[config.mk]
export PLATFORM = sky130hd
export DESIGN_NAME = vid_pattern_src_st
export DESIGN_NICKNAME = d
export VERILOG_FILES = /design/src/rtl/vid_pattern_src_st.sv
export SDC_FILE = /design/constraint.sdc
export NUM_CORES = 1
export LEC_CHECK = 0
export ABC_AREA = 0
export ABC_CLOCK_PERIOD_IN_PS = 3000
export CAP_MARGIN = 25
export CORE_MARGIN = 5
export CORE_UTILIZATION = 48
export CTS_CLUSTER_DIAMETER = 50
export CTS_CLUSTER_SIZE = 40
export DETAILED_ROUTE_END_ITERATION = 8
export MAX_ROUTING_LAYER = met4
export PLACE_DENSITY = 0.72
export SLEW_MARGIN = 20
export SYNTH_ARGS = -nofsm -noshare
export SYNTH_HDL_FRONTEND = slang
export SYNTH_SLANG_ARGS = --single-unit
[constraint.sdc]
create_clock -name clk -period 3 [get_ports clk]
set_input_delay 0.6 -clock clk [delete_from_list [all_inputs] [get_ports clk]]
set_output_delay 0.6 -clock clk [all_outputs]
set_load 0.02 [all_outputs]
[src/rtl/vid_pattern_src_st.sv]
// Avalon-ST test pattern source for the clocked-video ITC input.
// Each frame is one VIP control packet (width/height/progressive) followed by
// one video packet of H_ACTIVE*V_ACTIVE pixels, one {R,G,B} pixel per beat.
// All outputs are registered. The next beat is loaded on a transfer, so
// data/sop/eop are held for as long as the sink stalls.
module vid_pattern_src_st #(
    parameter int H_ACTIVE = 1024,
    parameter int V_ACTIVE = 768,
    parameter int CHK_LOG2 = 5
) (
    input  logic        clk,
    input  logic        reset_n,
    input  logic        enable,
    input  logic [1:0]  pattern_sel,
    input  logic [23:0] solid_rgb,
    output logic [23:0] dout_data,
    output logic        dout_valid,
    input  logic        dout_ready,
    output logic        dout_sop,
    output logic        dout_eop,
    output logic [15:0] frame_count
);

    // Frame geometry as 16-bit values, plus the last-pixel coordinates.
    localparam logic [15:0] W16  = 16'(H_ACTIVE);
    localparam logic [15:0] H16  = 16'(V_ACTIVE);
    localparam logic [15:0] W_M1 = 16'(H_ACTIVE - 1);
    localparam logic [15:0] H_M1 = 16'(V_ACTIVE - 1);

    // Incremental bar tracking. bar = floor(8*x/W) is kept as a quotient and
    // a remainder acc = (8*x) mod W. Each step in x adds 8 to 8*x, which is
    // BAR_Q whole bars plus BAR_R remainder, with at most one carry. Both
    // constants are resolved at elaboration, so no divider is built.
    localparam int          BAR_Q   = 8 / H_ACTIVE;
    localparam int          BAR_R   = 8 % H_ACTIVE;
    localparam logic [2:0]  BAR_Q3  = 3'(BAR_Q);
    localparam logic [16:0] BAR_R17 = 17'(BAR_R);
    localparam logic [16:0] W17     = 17'(H_ACTIVE);

    // Control packet payload words (VIP layout, 4-bit nibble per symbol).
    localparam logic [23:0] CTL_HDR = 24'h00000F;
    localparam logic [23:0] CTL_D0  = {4'h0, W16[7:4], 4'h0, W16[11:8], 4'h0, W16[15:12]};
    localparam logic [23:0] CTL_D1  = {4'h0, H16[11:8], 4'h0, H16[15:12], 4'h0, W16[3:0]};
    localparam logic [23:0] CTL_D2  = {4'h0, 4'h0, 4'h0, H16[3:0], 4'h0, H16[7:4]};
    localparam logic [23:0] VID_HDR = 24'h000000;

    typedef enum logic [2:0] {
        ST_IDLE  = 3'd0,
        ST_C_HDR = 3'd1,
        ST_C_D0  = 3'd2,
        ST_C_D1  = 3'd3,
        ST_C_D2  = 3'd4,
        ST_V_HDR = 3'd5,
        ST_PIX   = 3'd6
    } state_t;

    state_t      state_r;
    logic [1:0]  pat_r;
    logic [23:0] solid_r;
    logic [15:0] x_r;
    logic [15:0] y_r;
    logic [2:0]  bar_r;
    logic [16:0] acc_r;

    logic        xfer_s;
    logic        x_last_s;
    logic        y_last_s;
    logic [16:0] acc_sum_s;
    logic [15:0] nx_s;
    logic [15:0] ny_s;
    logic [2:0]  nbar_s;
    logic [16:0] nacc_s;
    logic [23:0] pix_next_s;
    logic [23:0] pix_first_s;

    // Colour of one of the eight standard bars, white down to black.
    function automatic logic [23:0] bar_colour(input logic [2:0] bar);
        logic [23:0] c;
        case (bar)
            3'd0:    c = 24'hFFFFFF;
            3'd1:    c = 24'hFFFF00;
            3'd2:    c = 24'h00FFFF;
            3'd3:    c = 24'h00FF00;
            3'd4:    c = 24'hFF00FF;
            3'd5:    c = 24'hFF0000;
            3'd6:    c = 24'h0000FF;
            3'd7:    c = 24'h000000;
            default: c = 24'h000000;
        endcase
        return c;
    endfunction

    // Pixel colour for the selected pattern at coordinate (px, py).
    function automatic logic [23:0] pixel_colour(
        input logic [1:0]  pat,
        input logic [23:0] solid,
        input logic [15:0] px,
        input logic [15:0] py,
        input logic [2:0]  bar
    );
        logic [23:0] c;
        case (pat)
            2'd0:    c = bar_colour(bar);
            2'd1:    c = {px[7:0], px[7:0], px[7:0]};
            2'd2:    c = (px[CHK_LOG2] ^ py[CHK_LOG2]) ? 24'hFFFFFF : 24'h000000;
            2'd3:    c = solid;
            default: c = 24'h000000;
        endcase
        return c;
    endfunction

    // Next raster position, next bar index and the colour of the next pixel.
    always_comb begin
        xfer_s    = dout_valid & dout_ready;
        x_last_s  = (x_r == W_M1);
        y_last_s  = (y_r == H_M1);
        acc_sum_s = acc_r + BAR_R17;
        nx_s      = 16'd0;
        ny_s      = y_r;
        nbar_s    = 3'd0;
        nacc_s    = 17'd0;
        if (x_last_s) begin
            nx_s   = 16'd0;
            ny_s   = y_r + 16'd1;
            nbar_s = 3'd0;
            nacc_s = 17'd0;
        end else begin
            nx_s = x_r + 16'd1;
            ny_s = y_r;
            if (acc_sum_s >= W17) begin
                nacc_s = acc_sum_s - W17;
                nbar_s = bar_r + BAR_Q3 + 3'd1;
            end else begin
                nacc_s = acc_sum_s;
                nbar_s = bar_r + BAR_Q3;
            end
        end
        pix_next_s  = pixel_colour(pat_r, solid_r, nx_s, ny_s, nbar_s);
        pix_first_s = pixel_colour(pat_r, solid_r, 16'd0, 16'd0, 3'd0);
    end

    // Packet sequencer: state, raster counters and registered beat outputs.
    always_ff @(posedge clk or negedge reset_n) begin
        if (!reset_n) begin
            state_r     <= ST_IDLE;
            pat_r       <= 2'd0;
            solid_r     <= 24'd0;
            x_r         <= 16'd0;
            y_r         <= 16'd0;
            bar_r       <= 3'd0;
            acc_r       <= 17'd0;
            dout_data   <= 24'd0;
            dout_valid  <= 1'b0;
            dout_sop    <= 1'b0;
            dout_eop    <= 1'b0;
            frame_count <= 16'd0;
        end else begin
            case (state_r)
                ST_IDLE: begin
                    if (enable) begin
                        pat_r      <= pattern_sel;
                        solid_r    <= solid_rgb;
                        state_r    <= ST_C_HDR;
                        dout_data  <= CTL_HDR;
                        dout_valid <= 1'b1;
                        dout_sop   <= 1'b1;
                        dout_eop   <= 1'b0;
                    end else begin
                        dout_valid <= 1'b0;
                        dout_sop   <= 1'b0;
                        dout_eop   <= 1'b0;
                    end
                end
                ST_C_HDR: begin
                    if (xfer_s) begin
                        state_r   <= ST_C_D0;
                        dout_data <= CTL_D0;
                        dout_sop  <= 1'b0;
                    end
                end
                ST_C_D0: begin
                    if (xfer_s) begin
                        state_r   <= ST_C_D1;
                        dout_data <= CTL_D1;
                    end
                end
                ST_C_D1: begin
                    if (xfer_s) begin
                        state_r   <= ST_C_D2;
                        dout_data <= CTL_D2;
                        dout_eop  <= 1'b1;
                    end
                end
                ST_C_D2: begin
                    if (xfer_s) begin
                        state_r   <= ST_V_HDR;
                        dout_data <= VID_HDR;
                        dout_sop  <= 1'b1;
                        dout_eop  <= 1'b0;
                    end
                end
                ST_V_HDR: begin
                    if (xfer_s) begin
                        state_r   <= ST_PIX;
                        x_r       <= 16'd0;
                        y_r       <= 16'd0;
                        bar_r     <= 3'd0;
                        acc_r     <= 17'd0;
                        dout_data <= pix_first_s;
                        dout_sop  <= 1'b0;
                        // A 1x1 frame: the first pixel is also the last.
                        dout_eop  <= (W_M1 == 16'd0) && (H_M1 == 16'd0);
                    end
                end
                ST_PIX: begin
                    if (xfer_s) begin
                        if (x_last_s && y_last_s) begin
                            state_r     <= ST_IDLE;
                            x_r         <= 16'd0;
                            y_r         <= 16'd0;
                            bar_r       <= 3'd0;
                            acc_r       <= 17'd0;
                            dout_data   <= 24'd0;
                            dout_valid  <= 1'b0;
                            dout_eop    <= 1'b0;
                            frame_count <= frame_count + 16'd1;
                        end else begin
                            x_r       <= nx_s;
                            y_r       <= ny_s;
                            bar_r     <= nbar_s;
                            acc_r     <= nacc_s;
                            dout_data <= pix_next_s;
                            dout_eop  <= (nx_s == W_M1) && (ny_s == H_M1);
                        end
                    end
                end
                default: begin
                    state_r    <= ST_IDLE;
                    dout_valid <= 1'b0;
                    dout_sop   <= 1'b0;
                    dout_eop   <= 1'b0;
                end
            endcase
        end
    end

endmodule

==> results of run 1 <==
[area by class of cell]
cell class | instances | area share [%]
multi-input combinational | 570 | 43.1
sequential | 121 | 35.6
timing repair buffer | 103 | 11.3
clock buffer | 21 | 5.17
tap | 180 | 2.64
clock inverter | 11 | 1.73
inverter | 10 | 0.441
[through the flow]
step           util (%)  area, um^2  hold WS, ns  power (W)  instances
2_1_floorplan         -        6910        0.304    0.00361        745
3_3_place_gp       56.4        7900        0.456    0.00424        983
3_5_place_dp       56.4        7900        0.464    0.00430        983
4_1_cts            60.6        8480        0.191    0.00638       1015
5_1_grt            60.9        8520        0.233    0.00673       1016
6_report           60.9        8520        0.176    0.00638       1016
[worst max path at each step]
stage             start       endpoint
5_1_grt        acc_r[5]  dout_data[15]
4_1_cts        acc_r[3]   dout_data[7]
3_3_place_gp   acc_r[3]  dout_data[15]
3_5_place_dp   acc_r[3]  dout_data[23]
6_report         x_r[1]  dout_data[12]
2_1_floorplan  acc_r[3]  dout_data[15]
[cell usage after synthesis, types with 10 or more instances]
| master | instances |
|---|---|
| inv_1 | 10 |
| and3_1 | 23 |
| o211ai_1 | 16 |
| nand3_1 | 27 |
| clkbuf_1 | 26 |
| nand2_1 | 104 |
| a21oi_1 | 50 |
| nor2_1 | 46 |
| o31ai_1 | 10 |
| o21ai_0 | 68 |
| mux2_2 | 28 |
| a31oi_1 | 11 |
| dfrtp_1 | 121 |
| nand4_1 | 11 |
| xor2_1 | 12 |
| xnor2_1 | 24 |
[state kept, by name, summed over array words and instances, names as in the netlist]
name	count
dout_data	24
solid_r	24
frame_count	16
x_r	16
y_r	16
acc_r	14
bar_r	3
state_r	3
pat_r	2
dout_eop	1
dout_sop	1
dout_valid	1
[worst register-to-register path: stages (launching register included)]
cell and delay (ns):
dfrtp_1 0.41, ha_2 0.27, and4_1 0.29, and3_1 0.31, nand3_1 0.23, nand3_1 0.19
nor4bb_4 0.30, buf_4 0.23, a21oi_1 0.08, nand3b_1 0.28, o211ai_1 0.14
[power groups by stage]
| stage | logic (W) | registers [W] | clock network (W) |
|---|---|---|---|
| 4_1_cts | 0.00203 | 0.00226 | 0.00209 |
| 6_report | 0.00205 | 0.00227 | 0.00206 |
| 2_1_floorplan | 0.00135 | 0.00226 | 0 |
| 3_5_place_dp | 0.00202 | 0.00228 | 0 |
| 3_3_place_gp | 0.00198 | 0.00227 | 0 |
| 5_1_grt | 0.00225 | 0.00231 | 0.00217 |
[kinds of logic after synthesis]
| logic type | count (synthesis) |
|---|---|
| compound gates | 219 |
| fa+ha+maj | 7 |
| mux | 30 |
| buf+inv | 54 |
| simple gates | 278 |
| xor+xnor | 36 |
| flops | 121 |
[layer usage]
metal | up-vias | share of wire [%] | track usage (%)
li1 | 2885 | - | -
met1 | 3043 | 44 | 31.0
met2 | 209 | 49 | 37.1
met3 | 28 | 6.0 | 5.08
met4 | 0 | 1.6 | 7.52
met5 | - | 0 | -
[repair_timing]
item	CTS	global route
resized for setup	0	8
setup buffers	0	1
endpoints found under the setup margin	0	19
==> impl_metrics.csv, run 1 <==
group,metric,value,unit
placement,port_buffers,72,
route,routed_wl,18400,um
power,comb_power_share,32.1,%
power,p_seq_share,35.5,%
logic_synthesis,synth_compound_gate_area_share,20.6,%
worst_setup_path,cpLargestDelayFamily,"simple AND/OR/NAND/NOR gates",
floorplan,total_die_area,0.0169,mm^2
route,via_count,6165,
sta,final-setup-viol-count,0,
clock_network,cts-root-buf,"clkbuf_16",
sta,fmax,355,MHz
worst_setup_path,cpMaxStageDelayCell,"dfrtp_1",
worst_hold_path,hold_path_class,"in2async",
logic_synthesis,top_cells_by_area_in_the_synthesized_netlist,"dfrtp_1 44%, nand2_1 5.6%, o21ai_0 4.9%",
clock_network,path_clk_slew,0.06,ns
logic_synthesis,synth_top_family_by_area,"simple AND/OR/NAND/NOR gates",
power,switchingPower,0.00222,W
logic_synthesis,synth_area_per_cell,9.28,um^2
worst_setup_path,worstSetupEndpointType,"register",
global_routing,first_global_vias,6121,
worst_setup_path,setup.reg_to_reg.worst_slack,0.18,ns
final_layout,antenna-diode-count,0,
floorplan,die_h,130,um
sta,tightest_slew,0.862,ns
global_routing,grt_start_max_net_pins,65,
sta,worst_clock_skew,0.00701,ns
clock_network,hold_buffers,0,
sta,finalSetupTns,0,ns
logic_synthesis,synth.yosys.warnings,0,
final_layout,final-seq-area,0.00303,mm^2
floorplan,ios,73,
placement,gp_routability_congestion,0.886,
worst_setup_path,critPathLaunchType,"register",
worst_setup_path,critPathMaxFanout,8,
global_routing,grt_pass1_wl,31000,um
logic_synthesis,synth.ff_latch_count,121,
placement,preCtsSetupSlack,0.110,ns
logic_synthesis,synth_xor_area_share,4.56,%
worst_setup_path,worstReg2RegStart,"x_r[1]",
power,intPower,0.00416,W
power,irDropWorstVdd,0.000470,V
clock_network,max-clock-path-buffers,2,
route,detail-route-antenna-nets,0,
power,power_density,749,mW/mm^2
logic_synthesis,ys_dominant_reg_cell,"dfrtp_1",
worst_setup_path,rr_endpoint,"dout_data[12]",
clock_network,htreeDepth,4,
logic_synthesis,synth_top_area_share,43.8,%
final_layout,commonest_cells_after_routing_fill_and_taps_aside,"120 x dfrtp_1, 104 x nand2_1, 71 x clkdlybuf4s50_1",
logic_synthesis,synth_enable_flop_cells,0,
floorplan,row_count,43,
power,sw_frac_of_total,34.8,%
worst_setup_path,cp.depth,10,
sta,fin_crit_sh,93.9,%
logic_synthesis,mappedNetlistNets,782,
logic_synthesis,yosys-mux-area-fraction,5.03,%
worst_setup_path,slowest_delay,0.41,ns
final_layout,post_route_cells_drive_above_1_share,15.2,%
route,detail_route.iter0.violations,598,
sta,final.setup.worst_slack,0.182,ns
route,detail_route.first_pass.iterations,6,
route,post_detailed_route_wirelength_per_cell,18.1,um
sta,grt_setup_unrepaired,"false",
worst_setup_path,cp_cell_sequence,"ha_2 -> and4_1 -> and3_1 -> nand3_1 -> nand3_1 -> nor4bb_4 -> buf_4 -> a21oi_1 -> nand3b_1 -> o211ai_1",
final_layout,layout.nets,860,
route,route.detailed.drc,0,
logic_synthesis,netlist-cell-type-count,81,
placement,detailed_place_hpwl,13100,um
route,post_drt_via_cell_ratio,6.07,
clock_network,clock_tree_from_tritoncts,"yes",
global_routing,antenna_found_initial,0,
flow_run,number_of_maximum_capacitance_constraint_violations,0,
logic_synthesis,sequential_cell_area_fraction_in_the_yosys_report,43.8,%
sta,timing.final.hold_violations,0,
logic_synthesis,yosys.area.top_type,"dfrtp_1",
floorplan,floorplan.initialDensity,49.4,%
global_routing,globalRouteTotalUtil,23.7,%
floorplan,die_width,130,um
worst_setup_path,crit_arrival,3.16,ns
worst_setup_path,cell_occurring_most_often_along_the_worst_timing_path,"nand3_1",
logic_synthesis,synth_adder_area_share,1.27,%
logic_synthesis,postSynthCellCount,745,
sta,maxSlewViolCount,0,
status,status,"finished clean",
final_layout,fillers,1171,
final_layout,synth_to_layout_area_growth,23.2,%
worst_setup_path,reg2reg_depth,10,
final_layout,multi_input_comb_area,0.00367,mm^2
clock_network,clock_latency_late_sink,0.42,ns
final_layout,mostFrequentLayoutCell,"dfrtp_1",
sta,timing.final.crit_period,2.82,ns
power,p_leak,3.52,nW
floorplan,floorplan.core_area,0.0140,mm^2
worst_setup_path,cp.buffers_inverters,1,
global_routing,gr-total-overflow,0,
clock_network,tritoncts_sink_count,121,
sta,slew-limit-headroom,42.6,%
worst_setup_path,path_class,"reg2reg",
worst_setup_path,cp.required,3.34,ns
logic_synthesis,synth_area,0.00691,mm^2
power,clockPowerShare,32.3,%
clock_network,tritoncts.num_buffers,17,
logic_synthesis,yosys.area_share.simple,21.2,%
logic_synthesis,asyncSetResetFlopFracSynth,100,%
(Power assumes the default switching activity.)
==> run 2: changes to the inputs <==
- CORE_UTILIZATION: 48 -> 45
- CTS_BUF_LIST: not set -> sky130_fd_sc_hd__clkbuf_16
- PLACE_DENSITY: 0.72 -> 0.69
==> run 2 against run 1 <==
Power increased by 0.52%. Critical path depth increased by 3. Register-to-register slack got worse by 0.02 ns. First-iteration DRC count increased by 9.4%. Worst hold slack improved by 0.016 ns. Final cell count increased by 0.39%. Largest power group unchanged.
==> impl_metrics.csv, run 2 (synthesis results as in run 1) <==
group,metric,value,unit
flow_run,number_of_maximum_capacitance_constraint_violations,0,
power,irDropWorstVdd,0.000489,V
worst_setup_path,path_class,"reg2reg",
clock_network,max-clock-path-buffers,2,
placement,postPlaceCellArea,0.00788,mm^2
final_layout,mostFrequentLayoutCell,"dfrtp_1",
route,detail_route.first_pass.iterations,5,
worst_hold_path,hold_path_class,"in2async",
power,comb_power_share,31.7,%
clock_network,htreeDepth,4,
power,switchingPower,0.00231,W
final_layout,fillers,1313,
floorplan,floorplan.initialDensity,45.6,%
sta,maxSlewViolCount,0,
clock_network,tritoncts.num_buffers,17,
route,routed_wl,18200,um
worst_setup_path,cpMaxStageDelayCell,"dfrtp_1",
clock_network,path_clk_slew,0.06,ns
worst_setup_path,critPathMaxFanout,7,
worst_setup_path,cp.buffers_inverters,2,
floorplan,die_width,134,um
final_layout,biggestRegsByFlops,"dout_data x24, solid_r x24",
route,detail_route.iter0.violations,654,
sta,timing.final.crit_period,2.84,ns
worst_setup_path,slowest_delay,0.46,ns
global_routing,grt_start_max_net_pins,50,
worst_setup_path,worstReg2RegStart,"acc_r[3]",
final_layout,final_cells,1020,
route,route.detailed.drc,0,
worst_setup_path,reg2reg_depth,13,
floorplan,row_count,45,
sta,tightest_slew,0.777,ns
placement,detailed_place_hpwl,13000,um
sta,final-setup-viol-count,0,
worst_setup_path,worstSetupEndpointType,"register",
placement,port_buffers,72,
floorplan,die_h,134,um
worst_setup_path,crit_arrival,3.17,ns
final_layout,antenna-diode-count,0,
global_routing,grt_pass1_wl,30300,um
worst_setup_path,setup.reg_to_reg.worst_slack,0.16,ns
worst_setup_path,critPathLaunchType,"register",
final_layout,final_design_area_no_fill,0.00853,mm^2
power,clockPowerShare,32.8,%
global_routing,antenna_found_initial,0,
sta,worst_clock_skew,0.00871,ns
route,detail-route-antenna-nets,0,
sta,fmax,352,MHz
status,status,"finished clean",
worst_setup_path,cpLargestDelayFamily,"compound AO/OA/AOI/OAI gates",
route,post_drt_via_cell_ratio,5.91,
route,post_detailed_route_wirelength_per_cell,17.8,um
power,p_leak,3.54,nW
worst_setup_path,rr_endpoint,"dout_data[14]",
clock_network,tritoncts_sink_count,121,
clock_network,clock_latency_late_sink,0.42,ns
floorplan,total_die_area,0.0179,mm^2
power,sw_frac_of_total,36.0,%
clock_network,hold_buffers,0,
global_routing,globalRouteTotalUtil,21.3,%
power,intPower,0.00411,W
placement,gp_routability_congestion,0.873,
clock_network,cts-root-buf,"clkbuf_16",
route,via_count,6033,
global_routing,first_global_vias,5870,
final_layout,commonest_cells_after_routing_fill_and_taps_aside,"121 x dfrtp_1, 104 x nand2_1, 71 x clkdlybuf4s50_1",
floorplan,ios,73,
sta,slew-limit-headroom,48.2,%
worst_setup_path,cp.required,3.33,ns
power,p_seq_share,35.5,%
final_layout,synth_to_layout_area_growth,23.3,%
clock_network,clock_tree_from_tritoncts,"yes",
global_routing,gr-total-overflow,0,
final_layout,post_route_cells_drive_above_1_share,15.5,%
worst_setup_path,cp_cell_sequence,"ha_2 -> and2_1 -> nand4_1 -> xor2_1 -> ha_1 -> nand3b_1 -> o311ai_2 -> buf_4 -> o21ai_2 -> xor2_1 -> o21ai_2 -> buf_4 -> o211ai_1",
sta,fin_crit_sh,94.6,%
final_layout,layout.nets,856,
sta,timing.final.hold_violations,0,
placement,place.detailed.instances,987,
floorplan,floorplan.core_area,0.0151,mm^2
power,power_density,752,mW/mm^2
## run 2: cell type report
type | count | area (um^2) | share of cell area, %
Multi-Input combinational cell | 570 | 3690 | 43.3
Sequential cell | 121 | 3030 | 35.5
Timing Repair Buffer | 99 | 933 | 10.9
Clock buffer | 17 | 425 | 4.99
Tap cell | 188 | 235 | 2.76
Clock inverter | 15 | 178 | 2.08
Inverter | 10 | 37.5 | 0.440
## run 2: power groups by stage
| stage | logic, W | clock network, W | registers [W] |
|---|---|---|---|
| 3_3_place_gp | 0.00197 | 0 | 0.00228 |
| 5_1_grt | 0.00221 | 0.00222 | 0.00232 |
| 2_1_floorplan | 0.00135 | 0 | 0.00226 |
| 4_1_cts | 0.00201 | 0.00213 | 0.00227 |
| 6_report | 0.00203 | 0.00210 | 0.00228 |
| 3_5_place_dp | 0.00199 | 0 | 0.00230 |
## run 2: layer usage
| metal | wire length, um | global-route usage [%] | vias to the layer above | part of all wire (%) |
|---|---|---|---|---|
| li1 | - | - | 2884 | - |
| met1 | 8180 | 28.6 | 2966 | 45 |
| met2 | 8750 | 32.7 | 156 | 48 |
| met3 | 949 | 4.65 | 27 | 5.2 |
| met4 | 282 | 6.06 | 0 | 1.6 |
| met5 | 0 | - | - | 0 |
## run 2: timing repair
action                     CTS  global route
gates resized for setup      0            10
buffers inserted             0             1
setup endpoints to repair    0            29
## run 2: worst max-delay path by stage
stage	from	endpoint	slack, ns	cells after the start
finish	acc_r[3]	dout_data[14]	0.16	13
global route	acc_r[3]	dout_data[11]	-0.01	11
CTS	acc_r[6]	dout_data[7]	0.02	11
detailed placement	acc_r[6]	dout_data[7]	0.05	11
global placement	acc_r[6]	dout_data[23]	0.18	11
floorplan	acc_r[3]	dout_data[15]	0.28	12
## run 2: through the flow
step / hold slack (ns) / util (%) / total power [W] / setup TNS [ns] / setup slack, ns
2_1_floorplan: 0.304 / - / 0.00361 / 0 / 0.276
3_3_place_gp: 0.458 / 52.0 / 0.00425 / 0 / 0.179
3_5_place_dp: 0.468 / 52.0 / 0.00429 / 0 / 0.0489
4_1_cts: 0.210 / 56.0 / 0.00641 / 0 / 0.0242
5_1_grt: 0.247 / 56.3 / 0.00675 / -0.0174 / -0.0144
6_report: 0.191 / 56.3 / 0.00641 / 0 / 0.163
==> RTL change 1, RTL diff (flow settings as in run 1) <==
Register the output `frame_count` once more, with the module's reset; this adds one clock of latency there. The other outputs are not delayed to match.
--- a/src/rtl/vid_pattern_src_st.sv
+++ b/src/rtl/vid_pattern_src_st.sv
@@ -54,4 +54,6 @@
         ST_PIX   = 3'd6
     } state_t;
+
+    logic [15:0] frame_count_s0;
 
     state_t      state_r;
@@ -154,5 +156,5 @@
             dout_sop    <= 1'b0;
             dout_eop    <= 1'b0;
-            frame_count <= 16'd0;
+            frame_count_s0 <= 16'd0;
         end else begin
             case (state_r)
@@ -224,5 +226,5 @@
                             dout_valid  <= 1'b0;
                             dout_eop    <= 1'b0;
-                            frame_count <= frame_count + 16'd1;
+                            frame_count_s0 <= frame_count_s0 + 16'd1;
                         end else begin
                             x_r       <= nx_s;
@@ -245,4 +247,12 @@
     end
 
+    always_ff @(posedge clk or negedge reset_n) begin
+        if (!reset_n) begin
+            frame_count <= '0;
+        end else begin
+            frame_count <= frame_count_s0;
+        end
+    end
+
 endmodule
 
Formal check against the unedited RTL: same outputs for any inputs over 4 cycles, from zero or initial values and one cycle with reset_n low; that may be too few to reach the edited logic, so the function may still have changed.
==> RTL change 1 against run 1 <==
  * Design area increased by 8.3%
  * Worst setup slack got worse by 0.11 ns
  * Wire length increased by 11%
  * Area after synthesis increased by 4.4%
  * Synthesized cell count increased by 4.3%
  * Maximum frequency decreased by 3.9%
  * Highest routed layer unchanged
  * Sequential cell count increased by 16
Power is not compared: it rests on default switching activity, and its combinational part moved more than twofold at a synthesized area within 25%.
==> RTL change 1: results (changes against run 1) <==
Cells and area
  • Fill count: 1153 (was 1171)
  • Clock buf/inv share: 0.0612 (was 0.0690)
  • Clock buffers: 18 (was 21)
  • Non-clock buffer count: 137 (was 103)
  • Nets@finish: 926 (was 860)
  • Share of cells above drive strength 1: 0.178 (was 0.152)
  • Multi-input combinational area share: 0.402 (was 0.431)
  • Non-CTS inverters: 17 (was 10)
  • Seq area share: 0.372 (was 0.356)
  • Multi-input gate count: 579 (was 570)
  • NonClk Buf Share: 0.133 (was 0.113)

Critical path
  • Max incr delay on CP: 0.58 ns (was 0.41 ns)
  • CP max stage cell: or4_4 (was dfrtp_1)
  • Critical Path AT: 3.28 ns (was 3.16 ns)
  • Critical Path Fanout Max: 4 (was 8)

Route
  • Initial DRC count: 595 (was 598)
  • DRT met1 WL: 8720 um (was 8050 um)
  • Vias: 6661 (was 6165)
  • Metal3 WL: 1070 um (was 1100 um)
  • DRT Wirelength: 20500 um (was 18400 um)
  • Drt pass-1 iters: 5 (was 6)
  • Met2 WL post-DR: 10200 um (was 8940 um)

Clock tree
  • Clock latency on the worst-skew pair: 0.44 ns (was 0.42 ns)
  • H-tree levels: 4 (unchanged)

Synth
  • Top post-synthesis cells by count: 137 x dfrtp_1, 101 x nand2_1, 85 x o21ai_0 (was 121 x dfrtp_1, 104 x nand2_1, 68 x o21ai_0)
  • Register bit total from synthesis: 137 (was 121)
  • Seq/Total Area, Yosys: 0.475 (was 0.438)
  • Ranking of synthesized cells by area: dfrtp_1 48%, o21ai_0 5.9%, nand2_1 5.3%, mux2_2 4.5%, a21oi_1 3.3% (was dfrtp_1 44%, nand2_1 5.6%, o21ai_0 4.9%, mux2_2 4.6%, a21oi_1 3.6%)
  • Post-Syn Nets: 814 (was 782)
  • Distinct cells, synth: 60 (was 81)
  • Asr flop ratio synth: 1.00 (unchanged)
  • Synth warn: 0 (unchanged)

GRT
  • GRT Total Usage: 0.240 (was 0.237)
  • M1 GR Usage: 0.295 (was 0.310)
  • First-pass GRT wire length: 33800 um (was 31000 um)
  • Number of global-route vias before repair: 6783 (was 6121)
  • Largest net degree at the start of global routing: 67 (was 65)
  • Met2 usage: 0.394 (was 0.371)
  • GR Util met3: 0.0509 (was 0.0508)

Placement
  • HPWL after DPL: 14100 um (was 13100 um)
  • Setup WS pre-CTS: -0.169 ns (was 0.110 ns)
  • Placer Congestion: 0.907 (was 0.886)

Timing
  • Clk_skew: 0.00904 ns (was 0.00701 ns)
  • Worst slew margin: 0.550 (was 0.426)

Outcome
  • Outcome: complete, no violations (unchanged)
[RTL change 1: changes by cell type in the layout (fill, tap and decap cells not counted), moves of 5 or more]
cell / change
buf_4: +33
nand3_1: -5
inv_6: +6
o21ai_0: +13
a31oi_1: +7
o211ai_1: -8
nor3_1: +8
nand4_1: +11
and3_1: -11
inv_1: +7
dfrtp_1: +15
[RTL change 1: worst paths after layout]
check | startpoint | end | slack, ns | cells past startpoint
max in group asynchronous | reset_n | solid_r[14] | 2.11 | 2
worst min register to register | frame_count_s0[15] | frame_count[15] | 0.40 | 0
worst max register to register | x_r[10] | dout_eop | 0.07 | 8
worst min-delay path | reset_n | acc_r[7] | 0.13 | 1
worst max-delay path | x_r[10] | dout_eop | 0.07 | 8
min in group clk | frame_count_s0[15] | frame_count[15] | 0.40 | 0
[RTL change 1: stage by stage]
| step | setup TNS (ns) | util | area [um2] | cells |
|---|---|---|---|---|
| finish | 0 | 0.630 | 9220 | 1086 |
| global route | -0.281 | 0.630 | 9220 | 1086 |
| CTS | 0 | 0.618 | 9050 | 1075 |
| detailed placement | -2.21 | 0.577 | 8440 | 1042 |
| global placement | 0 | 0.577 | 8440 | 1042 |
| floorplan | 0 | - | 7260 | 777 |
[RTL change 1: timing repair]
action | CTS | global route
setup endpoints to repair | 23 | 32
pin swaps | 3 | 10
hold buffers | 0 | 0
setup buffers | 1 | 11
gates resized for setup | 7 | 20
[RTL change 1: report_power, final]
group,leakage [nW],internal (mW),switching (mW)
Sequential,1.87,1.85,0
Clock,0.273,1.11,0.916
Combinational,1.86,0.0365,0.0413
Total,4.00,2.99,0.958
[RTL change 1: cell families after synthesis]
logic type / share of synthesized area
fa+ha+maj: 0.0121
flops: 0.475
compound gates: 0.188
xor+xnor: 0.0461
simple gates: 0.190
buf+inv: 0.0340
mux: 0.0550
==> RTL change 2, RTL diff (settings of run 1) <==
Made on the original files. Change the parameter `H_ACTIVE` from 1024 to 768.
--- a/src/rtl/vid_pattern_src_st.sv
+++ b/src/rtl/vid_pattern_src_st.sv
@@ -5,5 +5,5 @@
 // data/sop/eop are held for as long as the sink stalls.
 module vid_pattern_src_st #(
-    parameter int H_ACTIVE = 1024,
+    parameter int H_ACTIVE = 768,
     parameter int V_ACTIVE = 768,
     parameter int CHK_LOG2 = 5
Behaviour: not the same (Yosys sat finds a counterexample within 4 cycles, from zero or initial values and one cycle with reset_n low).
==> RTL change 2 against run 1 <==
  * Sequential cell count did not move
  * Area after synthesis rose by 1.7%
  * Design area rose by 3.7%
  * Total power rose by 3.7%
  * Wire length rose by 7.3%
  * Clock skew rose by 0.0043 ns
  * Non-clock buffer count rose by 15
  * Worst setup slack got worse by 0.072 ns
  * Sequential share of layout area fell by 1.3 points
  * Highest routed layer unchanged
==> RTL change 2: results (changes against run 1) <==
Outcome
  • Outcome: complete, no violations (unchanged)

Placement
  • Setup WS pre-CTS: -0.00111 ns (was 0.110 ns)
  • HPWL after DPL: 13700 um (was 13100 um)
  • Placer Congestion: 0.908 (was 0.886)
  • DP Cell Count: 1024 (was 983)

GRT
  • Largest net degree at the start of global routing: 63 (was 65)
  • Number of global-route vias before repair: 6364 (was 6121)
  • GRT Total Usage: 0.243 (was 0.237)
  • Met2 usage: 0.378 (was 0.371)
  • M1 GR Usage: 0.317 (was 0.310)
  • First-pass GRT wire length: 32100 um (was 31000 um)

Timing
  • Slew @ Worst Pin: 0.921 ns (was 0.862 ns)
  • Clk_skew: 0.0113 ns (was 0.00701 ns)
  • Period utilisation layout: 0.963 (was 0.939)

Synth
  • Ranking of synthesized cells by area: dfrtp_1 43%, nand2_1 6.0%, o21ai_0 5.2%, mux2_2 4.5%, a21oi_1 3.3% (was dfrtp_1 44%, nand2_1 5.6%, o21ai_0 4.9%, mux2_2 4.6%, a21oi_1 3.6%)
  • Top post-synthesis cells by count: 121 x dfrtp_1, 113 x nand2_1, 73 x o21ai_0 (was 121 x dfrtp_1, 104 x nand2_1, 68 x o21ai_0)
  • Synth Area per Inst: 9.05 um2 (was 9.28 um2)
  • Distinct cells, synth: 76 (was 81)
  • Seq/Total Area, Yosys: 0.431 (was 0.438)

Route
  • Initial DRC count: 490 (was 598)
  • Vias: 6502 (was 6165)
  • DRT Wirelength: 19700 um (was 18400 um)

Critical path
  • Critical Path Fanout Max: 8 (unchanged)
  • Reg2Reg Setup Slack: 0.11 ns (was 0.18 ns)
  • CP max stage cell: or3_1 (was dfrtp_1)
  • Dominant delay contributor by cell family on the critical path: compound AO/OA/AOI/OAI gates (was simple AND/OR/NAND/NOR gates)
  • Critical Path AT: 3.25 ns (was 3.16 ns)

Cells and area
  • Share of cells above drive strength 1: 0.165 (was 0.152)
  • Regs by FF count: dout_data (24), solid_r (24) (unchanged)
  • Nets@finish: 900 (was 860)

Power and ir drop
  • VDD IR max: 0.000579 V (was 0.000470 V)
  • Clk pwr share: 0.335 (was 0.323)
  • Switching Fraction: 0.348 (about the same)
  • Lkg Pwr: 3.69 nW (was 3.52 nW)
  • Seq pwr share: 0.356 (was 0.355)
  • P_clk: 2.21 mW (was 2.06 mW)

Clock tree
  • CTS resizes: 2 (was 0)
  • H-tree levels: 4 (unchanged)
  • Num CTS Buffers: 17 (unchanged)
-- RTL change 2: cell count changes in the layout (fill, tap and decap cells not counted), sizes merged, moves of 6 or more --
cell	before	now
buf	32	47
o211ai	16	2
a221o	1	14
and3	23	12
nor3	9	20
nand2	105	115
a21o	1	9
a21oi	54	48
nand2b	3	9
nand3	28	34
xor2	12	18
-- RTL change 2: final cells by class --
cell class              count  area (um2)
clock buffers              19         443
clock inverters            13         194
fillers                  1213        5590
inverters                   7        26.3
multi-input cells         599        3840
flip-flops and latches    121        3030
well taps                 184         230
repair buffers            118        1080
-- RTL change 2: logic make-up (layout without fill, tap and decap cells) --
family / after synthesis / after routing / synth area share
buf+inv: 57 / 157 / 0.0345
xor+xnor: 43 / 43 / 0.0562
simple gates: 300 / 300 / 0.214
compound gates: 217 / 217 / 0.202
mux: 33 / 33 / 0.0520
flops: 121 / 121 / 0.431
fa+ha+maj: 6 / 6 / 0.0107
-- RTL change 2: metrics by stage --
stage	utilization	hold WS (ns)	cell area, um2	setup TNS [ns]
5_1_grt	0.613	0.322	8830	-0.885
3_5_place_dp	0.561	0.468	8090	-0.00111
2_1_floorplan	-	0.304	7030	0
3_3_place_gp	0.561	0.460	8090	0
4_1_cts	0.605	0.278	8730	0
6_report	0.613	0.264	8830	0
-- RTL change 2: worst paths after layout --
path / end / from / cells after the start
max: dout_data[13] / acc_r[4] / 10
min: solid_r[3] / reset_n / 1
max reg2reg: dout_data[13] / acc_r[4] / 10
min reg2reg: frame_count[15] / frame_count[15] / 1
max in group asynchronous: acc_r[6] / reset_n / 2
min in group clk: frame_count[15] / frame_count[15] / 1
-- RTL change 2: metal layers --
layer,share of wire,vias up
met2,0.48,332
met1,0.42,3113
met3,0.067,52
met5,0,-
met4,0.027,0
li1,-,3005
